### src/rtl/uart_rx_deserializer.sv
// UART receive front end: 2-FF input synchronizer, oversampled start/data/stop capture.
// Define UART_RX_PARITY_EN to add the parity bit, odd_sel input and parity_error output.
module uart_rx_deserializer #(
  parameter int DATA_BITS  = 8,
  parameter int OVERSAMPLE = 16
) (
  input  logic                 clk,
  input  logic                 rst_n,
  input  logic                 baud_tick,
  input  logic                 rx_en,
  input  logic                 rx_in,
  output logic [DATA_BITS-1:0] rx_data,
  output logic                 rx_done,
  output logic                 stop_bit,
  output logic                 rx_busy
`ifdef UART_RX_PARITY_EN
  ,
  input  logic                 odd_sel,
  output logic                 parity_error
`endif
);

  localparam int TW  = $clog2(OVERSAMPLE);
  localparam int BCW = $clog2(DATA_BITS);
  localparam logic [TW-1:0]  TICK_MID = TW'(OVERSAMPLE / 2 - 1);
  localparam logic [TW-1:0]  TICK_END = TW'(OVERSAMPLE - 1);
  localparam logic [BCW-1:0] LAST_BIT = BCW'(DATA_BITS - 1);

  typedef enum logic [2:0] {
    IDLE   = 3'd0,
    START  = 3'd1,
    DATA   = 3'd2,
    PARITY = 3'd3,
    STOP   = 3'd4
  } state_t;

  state_t                 state;
  logic [TW-1:0]          tick_cnt;
  logic [BCW-1:0]         bit_cnt;
  logic [DATA_BITS-1:0]   shift_reg;
  logic                   rx_meta;
  logic                   rx_s;
`ifdef UART_RX_PARITY_EN
  logic                   parity_bad;

  function automatic logic calc_parity_bad(input logic sample,
                                           input logic [DATA_BITS-1:0] word,
                                           input logic odd);
    return sample ^ (^word) ^ odd;
  endfunction
`endif

  // Synchronizer stages idle high so a reset never looks like a start bit.
  always_ff @(posedge clk or negedge rst_n) begin
    if (!rst_n) begin
      rx_meta <= 1'b1;
      rx_s    <= 1'b1;
    end else begin
      rx_meta <= rx_in;
      rx_s    <= rx_meta;
    end
  end

  always_ff @(posedge clk or negedge rst_n) begin
    if (!rst_n) begin
      state        <= IDLE;
      tick_cnt     <= '0;
      bit_cnt      <= '0;
      shift_reg    <= '0;
      rx_data      <= '0;
      rx_done      <= 1'b0;
      stop_bit     <= 1'b1;
      rx_busy      <= 1'b0;
`ifdef UART_RX_PARITY_EN
      parity_bad   <= 1'b0;
      parity_error <= 1'b0;
`endif
    end else begin
      rx_done <= 1'b0;
      if (!rx_en) begin
        // Abort leaves the last frame's results untouched.
        state    <= IDLE;
        tick_cnt <= '0;
        bit_cnt  <= '0;
        rx_busy  <= 1'b0;
      end else if (baud_tick) begin
        case (state)
          IDLE: begin
            if (!rx_s) begin
              state    <= START;
              tick_cnt <= '0;
              rx_busy  <= 1'b1;
            end
          end
          START: begin
            if (tick_cnt == TICK_MID) begin
              tick_cnt <= '0;
              if (rx_s) begin
                state   <= IDLE;
                rx_busy <= 1'b0;
              end else begin
                state   <= DATA;
                bit_cnt <= '0;
              end
            end else begin
              tick_cnt <= tick_cnt + TW'(1);
            end
          end
          DATA: begin
            if (tick_cnt == TICK_END) begin
              tick_cnt  <= '0;
              shift_reg <= {rx_s, shift_reg[DATA_BITS-1:1]};
              if (bit_cnt == LAST_BIT) begin
                bit_cnt <= '0;
`ifdef UART_RX_PARITY_EN
                state   <= PARITY;
`else
                state   <= STOP;
`endif
              end else begin
                bit_cnt <= bit_cnt + BCW'(1);
              end
            end else begin
              tick_cnt <= tick_cnt + TW'(1);
            end
          end
`ifdef UART_RX_PARITY_EN
          PARITY: begin
            if (tick_cnt == TICK_END) begin
              tick_cnt   <= '0;
              parity_bad <= calc_parity_bad(rx_s, shift_reg, odd_sel);
              state      <= STOP;
            end else begin
              tick_cnt <= tick_cnt + TW'(1);
            end
          end
`endif
          STOP: begin
            // A low stop bit still completes the frame; error logic downstream judges it.
            if (tick_cnt == TICK_END) begin
              tick_cnt     <= '0;
              stop_bit     <= rx_s;
              rx_data      <= shift_reg;
              rx_done      <= 1'b1;
`ifdef UART_RX_PARITY_EN
              parity_error <= parity_bad;
`endif
              state        <= IDLE;
              rx_busy      <= 1'b0;
            end else begin
              tick_cnt <= tick_cnt + TW'(1);
            end
          end
          default: begin
            state    <= IDLE;
            tick_cnt <= '0;
            rx_busy  <= 1'b0;
          end
        endcase
      end
    end
  end

  a_done_single: assert property (@(posedge clk) disable iff (!rst_n) rx_done |=> !rx_done);
  a_busy_match:  assert property (@(posedge clk) disable iff (!rst_n) rx_busy == (state != IDLE));

endmodule

### config.mk
export PLATFORM = sky130hd
export DESIGN_NAME = uart_rx_deserializer
export DESIGN_NICKNAME = d
export VERILOG_FILES = /design/src/rtl/uart_rx_deserializer.sv
export SDC_FILE = /design/constraint.sdc
export NUM_CORES = 1
export LEC_CHECK = 0
export CORE_ASPECT_RATIO = 1.2
export CORE_MARGIN = 2
export CORE_UTILIZATION = 40
export DETAILED_ROUTE_END_ITERATION = 7
export GPL_ROUTABILITY_DRIVEN = 0
export HOLD_SLACK_MARGIN = 0.08
export SLEW_MARGIN = 20
export SYNTH_ARGS = -nofsm -noshare
export SYNTH_HDL_FRONTEND = slang
export SYNTH_SLANG_ARGS = --single-unit
### constraint.sdc
create_clock -name clk -period 5.9 [get_ports clk]
set_clock_uncertainty 0.1 [all_clocks]
set_input_delay 1.18 -clock clk [delete_from_list [all_inputs] [get_ports clk]]
set_output_delay 1.18 -clock clk [all_outputs]
set_load 0.05 [all_outputs]
Word-level counts from Yosys, hierarchy flattened. Cells that the tools add are included.

Register bits after elaboration: 31. Bits in latches: 0. RAM bits: 0. ROM bits: 0. Logic and storage cells: 69. Memories: 0.

$add $sub $neg: 2. Multiply operators: 0. Divide/modulo/power cells: 0. Magnitude comparators: 0. Eq/ne operators: 16. Shifts and indexed selects: 0. Muxes and demuxes: 33. Bitwise operators: 0. Reductions and logical operators: 8.

Operators with widths (number): 3-bit 2-to-1 mux (13); 3-bit != test, second input constant (7); 4-bit 2-to-1 mux (5); 3-bit one-hot mux with 4 select lines (1); 4-bit one-hot mux with 3 select lines (1); 6-bit AND reduction (2); 1-bit 2-to-1 mux (10); 4-bit AND reduction (2); 3-bit equality test, second input constant (2); 3-bit one-hot mux with 2 select lines (1); 5-bit AND reduction (1); 4-bit by 1-bit adder with 4-bit output, second input constant (1); 4-bit by 3-bit equality test with 1-bit output, second input constant (1); 4-bit equality test, second input constant (1); 2-bit != test, second input constant (2); 1-bit one-hot mux with 4 select lines (1); 3-bit by 1-bit adder with 3-bit output, second input constant (1); 3-bit by 1-bit equality test with 1-bit output, second input constant (1); 3-bit by 2-bit equality test with 1-bit output, second input constant (1); 3-bit zero test (1); 3-bit by 1-bit != test with 1-bit output, second input constant (1); 2-bit 2-to-1 mux (1); 2-bit AND reduction (1); 2-bit OR reduction (1).

Depth between registers and ports, before layout. Gate-level depths: netlist of run 1.

Word-level depth: 6. Mapped depth: 6.

Worst setup path after synthesis of run 1. Ideal clock, no wire load.

Path type: input to register. From: input baud_tick. To: register rx_data[0]. Setup time: 0.125 ns. Arrival: 2.002 ns. Required time: 5.675 ns. Slack: 3.674 ns. Cell stages on the path: 3. Cells stage by stage: nand2_1 > nor3_4 > mux2_2.

Longest elaborated chain between the ends: 1.

RTL lines: start, declared (RTL line 9) `input logic baud_tick,`; 4-bit AND reduction (no source line); end signal, assigned (RTL line 143) `rx_data <= shift_reg;`; end, declared (RTL line 12) `output logic [DATA_BITS-1:0] rx_data,`.

No other way between the ends. A chain may end at the register's enable or synchronous reset.

Final worst setup path of run 1.
From: input rx_en. To: register rx_data[2].

Longest elaborated chain between the ends: 1.

RTL lines: start, declared (RTL line 10) `input logic rx_en,`; 4-bit AND reduction (no source line).

No other way between the ends.

==> summary.txt, run 1 <==
STA
  – Fin crit share: between 40% and 50%
  – Fmax achieved: approximately 0.35 GHz
  – RSZ-0062 raised after global routing: no
  – Worst Hold Margin: approximately 260 ps
  – Final Hold Vio Count: 0
  – Least-Margin Pin Slew: a little over 500 ps
  – Final setup vio count: 0
  – Setup_tns: 0 ps
  – Fin crit period: ~2900 ps
  – Final worst slack: around 3000 ps
  – Slew margin rel.: about 66%
  – Count of pins over their slew limit: 0

Global routing
  – Met1 Use GR: 18.6%
  – Pin count of the biggest net entering global routing: 32
  – Overall Global Routing Usage: 15.0%
  – Gr busiest metal: met2
  – GRT met3 Usage: roughly 5.4%
  – Global-route wire length before repair: ~4.7 mm
  – Number of global-route vias before repair: between 1000 and 1500
  – Routing usage on met2: between 20% and 30%
  – Final global-route overflow total: 0
  – Initial antenna violation count: 0

Critical path
  – R2r worst-path depth: 4
  – Critical Path RT: about 6000 ps
  – CP Launch Type: primary input
  – Crit path kind: in2reg
  – Setup crit end kind: register
  – Critical path peak fanout: 13
  – CP arrival: 2960 ps

Clock network
  – Post-CTS resize count: 0
  – Max Root-Sink Buffers: 2
  – CTS Sinks: 31
  – CTS buffer count: 5
  – H-tree depth: 2
  – Clk_lat worst skew: approximately 280 ps
  – Root buf cell: clkbuf_8
  – TritonCTS clock tree: built
  – Hold Buf Count CTS: 0
  – Clock slew at reported path FFs: around 60 ps
  – Total setup buffers inserted after CTS: 0

Yosys
  – Mapped Area: 1520 µm²
  – Synth Area in XOR/XNOR: less than 1%
  – Post-Synth Simple-Gate Area: 16.2%
  – Sequential element share of the synthesized area: a little over 50%
  – Compound-Gate Fraction of Synth Area: 10.1%
  – Synth Area in Adders: under 10%
  – Syn nets: between 100 and 150
  – Synth Area per Inst: 12.2 µm²
  – Post-synthesis mux area share: about 15%
  – Yosys reg bits: 31
  – Synth warn: 0
  – Main combinational cell family by area after synthesis: simple AND/OR/NAND/NOR gates
  – Async set-reset flop share out of synthesis: 100%
  – Top_reg_cell synth: dfrtp_1
  – Syn Inst Count: approximately 120
  – Unique masters post-synth: a little over 40
  – Post-synth EDFFs: 0

Floorplanning
  – Core area: between 3000 and 4000 µm²
  – Die H: 71.5 µm
  – Chip Width: roughly 60 µm
  – Initial Util: about two fifths
  – Die ar.: ~4300 µm²
  – Num rows: 24
  – Number of top-level pins: 16

Placement
  – DP Worst Slack: roughly 2700 ps
  – DP HPWL: approximately 2.0 mm
  – I/O Buffers: 15
  – Cell Area, Placed: between 1500 and 2000 µm²
  – DP Cell Count: between 150 and 200

Cells and area
  – Share of cells above drive strength 1: ~25%
  – Final Core Density: 49.4%
  – # diodes: 0
  – Area Overhead vs Synth: 18.3%
  – Final instance area: 1790 µm²
  – Post-route insts no fill: between 150 and 200
  – Net count, final: 149

Drt
  – Vias: about 1000
  – DRC Markers: 0
  – Post-route ant nets: 0
  – 1st-pass router iterations: 4
  – Drt via density: between 5 and 6
  – DR iter-0 viols: between 50 and 60
  – Final Routed Wirelength: roughly 2.7 mm
  – Average wire per standard cell: between 10 and 15 µm

Flow run
  – Max-cap violation count: 0

Pwr
  – P_leak: 0.820 nW
  – Maximum vdd ir drop: between 0.1 and 0.15 mV
  – Pwr per Cell Area: about 240 nW/µm²
  – Power Total: approximately 0.43 mW

Min path
  – Worst min path class: reg2reg
  – Hold depth: 0

Run status
  – Outcome: complete, no violations
==> per-layer routing <==
layer / wire length [µm] / part of all wire, %
met5: 0 / 0
met3: 106 / 3.9
met2: 1360 / 50
met1: 1210 / 44
met4: 43 / 1.6
==> critical path, stage by stage <==
cell and delay, ps:
clkdlybuf4s50_1 710, nand2_1 210, nor3_4 460, mux2_2 390
==> cell families (layout without fill, tap and decap cells) <==
family / Yosys count / in the layout
AOI/OAI and AO/OA: 22 / 22
buffers and inverters: 9 / 27
xor gates and xnor gates: 1 / 1
adders and majority gates: 3 / 3
and+or+nand+nor: 37 / 37
DFF: 31 / 31
muxes: 21 / 21
==> power by group <==
group | internal, mW | total [mW] | switching (mW) | leakage, nW
combinational | 0.0118 | 0.0285 | 0.0166 | 0.349
sequential | 0.216 | 0.219 | 0.00338 | 0.421
clock | 0.106 | 0.181 | 0.0755 | 0.0505
total | 0.333 | 0.429 | 0.0955 | 0.820
==> area by class of cell <==
type,count,area (µm²)
clock buffer,7,96.3
clock inverter,1,7.51
fill,342,1840
inverter,3,11.3
multi-input combinational,84,677
sequential,31,779
tap,52,65.1
timing repair buffer,16,158
==> synth_stat cells, types with 2 or more instances <==
cell | instances | area share (%)
dfrtp_1 | 28 | 46
mux2_2 | 17 | 13
nand2_1 | 12 | 3.0
o21ai_0 | 5 | 1.6
a21boi_0 | 4 | 2.0
mux2i_1 | 4 | 2.6
buf_6 | 3 | 2.2
dfstp_2 | 3 | 5.2
ha_1 | 3 | 2.5
inv_1 | 3 | 0.74
nand3b_1 | 3 | 1.5
a211o_1 | 2 | 1.2
a21o_1 | 2 | 0.99
and3_1 | 2 | 0.82
clkbuf_1 | 2 | 0.50
nand2b_1 | 2 | 0.82
nand3_1 | 2 | 0.66
nor3_1 | 2 | 0.66
or3_1 | 2 | 0.82
or3b_2 | 2 | 1.2
==> path summary, 6_finish.rpt <==
kind / start / end / slack (ps)
worst min-delay path: rx_meta$_DFF_PN1_ / rx_s$_DFF_PN1_ / 260
worst min register to register: rx_meta$_DFF_PN1_ / rx_s$_DFF_PN1_ / 260
max in group asynchronous: rst_n / stop_bit$_DFFE_PN1P_ / 4200
worst max register to register: rx_s$_DFF_PN1_ / shift_reg[0]$_DFFE_PN0P_ / 3870
min in group asynchronous: rst_n / tick_cnt[2]$_DFFE_PN0P_ / 1190
worst max-delay path: rx_en / rx_data[2]$_DFFE_PN0P_ / 3010
==> cell usage in the layout, fill, tap and decap left out, types with 3 or more instances in the layout <==
| cell type | count |
|---|---|
| ha_1 | 3 |
| dfstp_2 | 3 |
| nand2_1 | 12 |
| mux2i_1 | 4 |
| clkdlybuf4s50_1 | 15 |
| nand3b_1 | 3 |
| mux2_2 | 17 |
| o21ai_0 | 5 |
| clkbuf_8 | 7 |
| a21boi_0 | 4 |
| inv_1 | 3 |
| dfrtp_1 | 28 |
No activity file was read; power rests on OpenSTA's default activity.
==> inputs of run 2 (changes only) <==
clock period = 2.51 ns   (was 5.9 ns; I/O delays follow)
==> summary.txt, run 2 (same netlist as run 1, synthesis figures left out) <==
Global routing
  – Overall Global Routing Usage: between 10% and 20%
  – Gr busiest metal: met2
  – GRT met3 Usage: 4.69%
  – Routing usage on met2: between 20% and 30%
  – Met1 Use GR: about a fifth
  – Initial antenna violation count: 0
  – Final global-route overflow total: 0
  – Pin count of the biggest net entering global routing: 32
  – Global-route wire length before repair: about 5.1 mm
  – Number of global-route vias before repair: between 1000 and 1500

Cells and area
  – Most common cell after layout, fill and taps aside: dfrtp_1
  – Net count, final: 152
  – Share of cells above drive strength 1: between 20 and 30%
  – # diodes: 0
  – Commonest non-fill, non-tap cells in the layout: 28 x dfrtp_1, 17 x mux2_2, 15 x clkdlybuf4s50_1
  – Post-route insts no fill: slightly below 200
  – Area Overhead vs Synth: 19.6%

Floorplanning
  – Chip Width: about 60 µm
  – Number of top-level pins: 16
  – Die ar.: ~4300 µm²
  – Core area: 3630 µm²
  – Num rows: 24
  – Initial Util: between 40% and 50%
  – Die H: a little over 70 µm

Drt
  – Drt via density: approximately 5.2
  – Final Routed Wirelength: 2.89 mm
  – 1st-pass router iterations: 4
  – Average wire per standard cell: around 15 µm
  – Vias: just over 1000
  – Post-route ant nets: 0
  – DRC Markers: 0
  – DR iter-0 viols: 83

Critical path
  – Crit path kind: reg2out
  – Setup crit end kind: output pin
  – WP depth: 1
  – WP buf/inv: 1
  – R2R setup slack: slightly below 500 ps
  – R2r worst-path depth: 4
  – Critical Path RT: approximately 1900 ps
  – Critical path peak fanout: 2
  – CP arrival: around 1600 ps
  – CP top delay family: buffers and inverters
  – Critical path cell sequence: clkdlybuf4s50_1
  – Critical-path top delay cell: clkdlybuf4s50_1
  – CP Launch Type: register
  – Slowest cell delay on critical path: approximately 800 ps

Clock network
  – Clock slew at reported path FFs: 60 ps
  – Total setup buffers inserted after CTS: 0
  – Clk_lat worst skew: 280 ps
  – TritonCTS clock tree: built
  – Max Root-Sink Buffers: 2
  – H-tree depth: 2
  – Hold Buf Count CTS: 0
  – Root buf cell: clkbuf_8
  – CTS buffer count: 5
  – CTS Sinks: 31
  – Post-CTS resize count: 0

Min path
  – Worst min path class: reg2reg
  – Hold depth: 0

Placement
  – DP Cell Count: roughly 190
  – I/O Buffers: 15
  – DP HPWL: 2.04 mm

STA
  – Fin crit period: between 2000 and 2500 ps
  – Setup_tns: 0 ps
  – RSZ-0062 raised after global routing: no
  – Least-Margin Pin Slew: between 500 and 600 ps
  – Count of pins over their slew limit: 0
  – Final setup vio count: 0
  – Final Hold Vio Count: 0
  – Fin crit share: between 80% and 90%
  – Fmax achieved: between 0.4 and 0.5 GHz
  – Slew margin rel.: between 60% and 70%

Pwr
  – Maximum vdd ir drop: 0.395 mV
  – P_leak: roughly 0.84 nW
  – Pwr per Cell Area: roughly 560 nW/µm²

Run status
  – Outcome: complete, no violations

Flow run
  – Max-cap violation count: 0
==> run 2: cell types whose count changed in the layout (fill, tap and decap cells not counted), sizes merged <==
cell	change
clkinvlp	-1
clkbuf	+1
buf	+3
==> run 2: metrics by stage <==
| step | util (%) | instance area [µm²] | setup slack [ps] | power (mW) | hold WS, ps |
|---|---|---|---|---|---|
| finish | 49.9 | 1810 | 307 | 1.01 | 257 |
| global route | 49.9 | 1810 | 279 | 1.06 | 264 |
| CTS | 49.9 | 1810 | 292 | 1.02 | 258 |
| detailed placement | 47.1 | 1710 | 221 | 0.594 | 248 |
| global placement | 47.1 | 1710 | 276 | 0.593 | 247 |
| floorplan | - | 1520 | 541 | 0.565 | 106 |
==> run 2: path summary, 6_finish.rpt <==
check                                      from                  endpoint
setup reg to reg                 rx_s$_DFF_PN1_  shift_reg[0]$_DFFE_PN0P_
min in group asynchronous                 rst_n   tick_cnt[2]$_DFFE_PN0P_
hold / removal                rx_meta$_DFF_PN1_            rx_s$_DFF_PN1_
hold reg to reg               rx_meta$_DFF_PN1_            rx_s$_DFF_PN1_
setup / recovery           stop_bit$_DFFE_PN1P_                  stop_bit
max in group asynchronous                 rst_n      stop_bit$_DFFE_PN1P_
==> run 2: metal layers <==
metal	wire, µm	vias to the layer above	part of all wire (%)
li1	-	489	-
met1	1270	501	44
met2	1460	29	50
met3	130	2	4.5
met4	32	0	1.1
met5	0	-	0
==> run 2: power by group <==
group	switching (mW)	leakage [nW]	internal [mW]
combinational	0.0403	0.364	0.0298
clock	0.174	0.0515	0.250
sequential	0.00765	0.421	0.507
total	0.222	0.836	0.786
==> run 2: layout make-up <==
| cell class | count | area, µm² |
|---|---|---|
| inverter | 3 | 11.3 |
| timing repair buffer | 19 | 180 |
| clock buffer | 8 | 100 |
| tap | 52 | 65.1 |
| sequential | 31 | 779 |
| multi-input combinational | 84 | 677 |
| fill | 330 | 1820 |
